File: config.mk
export PLATFORM = sky130hd
export DESIGN_NAME = lives_manager
export DESIGN_NICKNAME = d
export VERILOG_FILES = /design/src/rtl/lives_manager.sv
export SDC_FILE = /design/constraint.sdc
export NUM_CORES = 1
export LEC_CHECK = 0
export ABC_AREA = 0
export CORE_MARGIN = 1
export CORE_UTILIZATION = 54
export CTS_BUF_LIST = sky130_fd_sc_hd__clkbuf_8
export CTS_CLUSTER_SIZE = 25
export DETAILED_ROUTE_END_ITERATION = 10
export PLACE_DENSITY = 0.84
export SLEW_MARGIN = 20
export SYNTH_ARGS = -nofsm -noshare
export SYNTH_HDL_FRONTEND = slang
export SYNTH_SLANG_ARGS = --single-unit
File: constraint.sdc
create_clock -name clk -period 1.7 [get_ports clk]
set_clock_uncertainty 0.05 [all_clocks]
set_input_delay 0.425 -clock clk [delete_from_list [all_inputs] [get_ports clk]]
set_output_delay 0.425 -clock clk [all_outputs]
set_load 0.005 [all_outputs]
File: src/rtl/lives_manager.sv
`default_nettype none
`timescale 1ns/1ps
// ============================================================================
// Module   : lives_manager
// Purpose  : Per-player saturating lives counters with a respawn /
//            invulnerability / game-over life-cycle driven by frame ticks.
// Revision : 1.0 - initial release
// ============================================================================
module lives_manager #(
    parameter int NUM_PLAYERS   = 2,
    parameter int NUM_LIVES     = 3,
    parameter int MAX_NUM_LIVES = 8,
    parameter int RESPAWN_TICKS = 60,
    parameter int INVULN_TICKS  = 120,
    localparam int LW   = $clog2(MAX_NUM_LIVES + 1),
    localparam int TMAX = (RESPAWN_TICKS > INVULN_TICKS) ? RESPAWN_TICKS : INVULN_TICKS,
    localparam int TW   = $clog2(TMAX + 1)
) (
    input  logic                      clk,
    input  logic                      reset,
    input  logic                      tick,
    input  logic                      new_game,
    input  logic [NUM_PLAYERS-1:0]    die,
    input  logic [NUM_PLAYERS-1:0]    bonus,
    output logic [NUM_PLAYERS*LW-1:0] lives,
    output logic [NUM_PLAYERS-1:0]    alive,
    output logic [NUM_PLAYERS-1:0]    invuln,
    output logic [NUM_PLAYERS-1:0]    game_over,
    output logic                      all_over
);

    typedef enum logic [1:0] {
        ST_ALIVE   = 2'd0,
        ST_RESPAWN = 2'd1,
        ST_INVULN  = 2'd2,
        ST_OUT     = 2'd3
    } state_t;

    localparam logic [LW-1:0] LIVES_INIT   = LW'(NUM_LIVES);
    localparam logic [LW-1:0] LIVES_MAX    = LW'(MAX_NUM_LIVES);
    localparam logic [TW-1:0] RESPAWN_LOAD = TW'(RESPAWN_TICKS);
    localparam logic [TW-1:0] INVULN_LOAD  = TW'(INVULN_TICKS);

    logic [NUM_PLAYERS-1:0] die_dly_q;
    logic [NUM_PLAYERS-1:0] bonus_dly_q;
    logic                   new_game_dly_q;
    logic [NUM_PLAYERS-1:0] die_ev;
    logic [NUM_PLAYERS-1:0] bonus_ev;
    logic                   new_game_ev;

    // Delay registers come out of reset high so a level held across reset is not an event.
    always_ff @(posedge clk or posedge reset) begin
        if (reset) begin
            die_dly_q      <= '1;
            bonus_dly_q    <= '1;
            new_game_dly_q <= 1'b1;
        end else begin
            die_dly_q      <= die;
            bonus_dly_q    <= bonus;
            new_game_dly_q <= new_game;
        end
    end

    assign die_ev      = die & ~die_dly_q;
    assign bonus_ev    = bonus & ~bonus_dly_q;
    assign new_game_ev = new_game & ~new_game_dly_q;

    for (genvar p = 0; p < NUM_PLAYERS; p++) begin : g_player
        state_t          state_q;
        logic [LW-1:0]   lives_q;
        logic [LW-1:0]   lives_inc;
        logic [TW-1:0]   timer_q;
        logic            timer_last;

        assign lives_inc  = (lives_q >= LIVES_MAX) ? LIVES_MAX : lives_q + LW'(1);
        assign timer_last = (timer_q == TW'(1));

        always_ff @(posedge clk or posedge reset) begin
            if (reset) begin
                state_q <= ST_ALIVE;
                lives_q <= LIVES_INIT;
                timer_q <= '0;
            end else if (new_game_ev) begin
                state_q <= ST_ALIVE;
                lives_q <= LIVES_INIT;
                timer_q <= '0;
            end else begin
                case (state_q)
                    ST_ALIVE: begin
                        // A bonus in the death cycle cancels the decrement.
                        if (die_ev[p]) begin
                            if (!bonus_ev[p] && lives_q == LW'(1)) begin
                                state_q <= ST_OUT;
                                lives_q <= '0;
                            end else begin
                                state_q <= ST_RESPAWN;
                                timer_q <= RESPAWN_LOAD;
                                if (!bonus_ev[p]) begin
                                    lives_q <= lives_q - LW'(1);
                                end
                            end
                        end else if (bonus_ev[p]) begin
                            lives_q <= lives_inc;
                        end
                    end
                    ST_RESPAWN, ST_INVULN: begin
                        if (bonus_ev[p]) begin
                            lives_q <= lives_inc;
                        end
                        if (tick) begin
                            if (!timer_last) begin
                                timer_q <= timer_q - TW'(1);
                            end else if (state_q == ST_RESPAWN && INVULN_TICKS != 0) begin
                                state_q <= ST_INVULN;
                                timer_q <= INVULN_LOAD;
                            end else begin
                                state_q <= ST_ALIVE;
                                timer_q <= '0;
                            end
                        end
                    end
                    default: begin
                    end
                endcase
            end
        end

        assign lives[p*LW +: LW] = lives_q;
        assign alive[p]          = (state_q == ST_ALIVE) || (state_q == ST_INVULN);
        assign invuln[p]         = (state_q == ST_INVULN);
        assign game_over[p]      = (state_q == ST_OUT);
    end

    assign all_over = &game_over;

endmodule
`default_nettype wire

==> run metrics <==
Most used DFF post-synth dfrtp_1; vias in the first global route around 2500; via count about 2800; die area around 4600 um2; relative slew slack a little under 70%; FFs w/ async S/R, synth 100%; final-report setup violation count 30; pre-CTS WS -0.325 ns; Startpoint Class flip-flop; RSZ-0062 raised after global routing yes; first-pass GRT wire length around 12000 um; synthesis-to-layout area growth 56.7%; DRT Pass-1 Iters 7; ranking of synthesized cells by area dfrtp_1 (24%), dfstp_2 (10%), ha_1 (9.7%); Vias/cell ~7; fmax about 0.51 GHz; TritonCTS Buffers 5; endpoint class of the critical path flip-flop; most instantiated cells after synthesis inv_1 (23), dfrtp_1 (22), ha_1 (18), nand2_1 (18), nor2_1 (17); routability congestion estimate 0.941; Worst Tran Pin Value 0.482 ns; Final Hold Fails 0; Die Span Y between 60 and 70 um; fraction of the cycle the final worst path needs 115%; Syn Area/Cell about 9 um2; Psw between 3000 and 4000 uW; pin count of the biggest net entering global routing 32; Max-Cap Viols 0; Post-Synthesis Cells about 260; post-route ant nets 0; H-tree Lvls 2; net total in the final layout between 300 and 400; area leader, netlist dfrtp_1; Worst R2R Setup Slack -0.26 ns; initial DRC count around 450; area of the core between 4000 and 5000 um2; Synth warnings 0; I/O Buffers 22; Clk Latency, worst-skew pair about 0.30 ns; Seq pwr share 18.5%; Reg clk slew, reported paths 0.08 ns; Initial Utilization between 50% and 60%; I/O pins 23; layout cells sized above 1 between 50% and 60%; post-DP HPWL 4390 um; synthesized area around 2300 um2; DRT Wirelength 10500 um; Residual DRC 0; Pins Over Slew Limit 0; Synth top area share 23.7%; EDFF count, synth 0; class of the most critical hold timing path input pin to flip-flop; n_diodes 0; Max FO, Critical Path 6; sw frac between 40% and 50%; Lkg Pwr about 0.0016 uW; crit path kind flip-flop to flip-flop; total power 7470 uW; Comb pwr share between 70% and 80%; hold-fix buffers at CTS 0; crit path time final 1.96 ns; num rows 23; violated checks negative setup slack; die width ~68 um; count leader, synth inv_1; register area share after synthesis 33.9%; pwr dens 2050 nW/um2; GRT Total Usage a little under two fifths; critical path required time 1.86 ns; CTS tree done; Peak supply drop roughly 1.4 mV; clock network fraction of total power between 10% and 20%; final global-route overflow total 0; clk root buf clkbuf_8; status finished with violations; syn nets 283; routed len/inst roughly 26 um; Arr. time, crit path ~2.1 ns; Synth cell types 62; Clock Sinks 31; Fillers 172; clk buf depth 2; Synth Register Bits 31; final worst setup slack -0.261 ns; initial antenna violation count 0; Internal Power between 3000 and 4000 uW
[layout by cell type, fill, tap and decap left out, types with 9 or more instances in the layout]
cell type	netlist	routed
buf_4	0	65
buf_6	1	11
dfrtp_1	22	17
dfstp_2	9	9
inv_1	23	17
nand2_1	18	15
nand3_1	14	10
nor2_1	17	14
o21ai_0	16	12
[per-layer routing]
layer	global-route usage, %	vias up	share of wire [%]	routed length [um]
met5	0	-	0	0
met4	22.3	0	6.5	681
met3	8.78	72	11	1170
met2	60.3	270	48	5000
met1	44.6	1357	35	3620
li1	-	1138	-	-
[power groups by stage]
stage               logic (uW)  clock network (uW)  registers [uW]
detailed placement        3460                   0            1340
global route              5500                 841            1400
floorplan                 2200                   0            1340
global placement          3330                   0            1330
CTS                       4060                 776            1310
finish                    5270                 815            1380
[per-stage QoR]
| step | hold WS, ns | instances | TNS (ns) | cell area (um2) | utilization (%) |
|---|---|---|---|---|---|
| after CTS | 0.377 | 397 | -0.821 | 3370 | 83.0 |
| final | 0.240 | 407 | -3.21 | 3640 | 89.6 |
| after floorplan | 0.379 | 257 | -0.0826 | 2370 | - |
| after global placement | 0.469 | 370 | -6.01 | 2980 | 73.4 |
| after detailed placement | 0.475 | 370 | -7.27 | 2980 | 73.4 |
| after global routing | 0.242 | 407 | -5.32 | 3640 | 89.6 |
[critical path, stage by stage, from the launching register on]
cell and delay [ns]:
dfstp_2 0.55, buf_4 0.18, ha_4 0.18, nand3_1 0.22, buf_4 0.22, o21ai_0 0.21, nand3_1 0.15, o31ai_2 0.11
[flip-flops by register name, summed over array words and instances, names as in the netlist]
name              cells
g_player.timer_q     14
g_player.lives_q      8
g_player.state_q      4
bonus_dly_q           2
die_dly_q             2
new_game_dly_q        1
[final timing paths]
check                                            start                      to  depth (start not counted)
worst max-delay path            g_player[0].lives_q[0]  g_player[0].state_q[1]                          7
worst min-delay path                          bonus[1]          bonus_dly_q[1]                          1
worst max register to register  g_player[0].lives_q[0]  g_player[0].state_q[1]                          7
worst min register to register  g_player[0].timer_q[5]  g_player[0].timer_q[5]                          2
max in group asynchronous                        reset  g_player[0].lives_q[0]                          3
min in group asynchronous                        reset  g_player[0].timer_q[0]                          3
[repair_timing]
action / in CTS / in global routing
buffers inserted: 19 / 10
endpoints found under the setup margin: 33 / 33
gates resized for setup: 64 / 58
pin swaps: 24 / 21
[cells by family after synthesis]
family	count (synthesis)	synth area share, %
flops	31	33.9
compound gates	86	27.5
xor+xnor	4	1.51
mux	1	0.431
buf+inv	30	5.34
simple gates	87	21.6
fa+ha+maj	18	9.70
[layout make-up]
type                       instances  area (um2)  area share [%]
multi-input combinational        196        1750            48.1
timing repair buffer              98         822            22.6
sequential                        31         793            21.8
inverter                          24        92.6            2.55
clock buffer                       6        82.6            2.27
tap                               50        62.6            1.72
clock inverter                     2        35.0           0.963
Note: power is estimated with default switching activity, not from simulation.
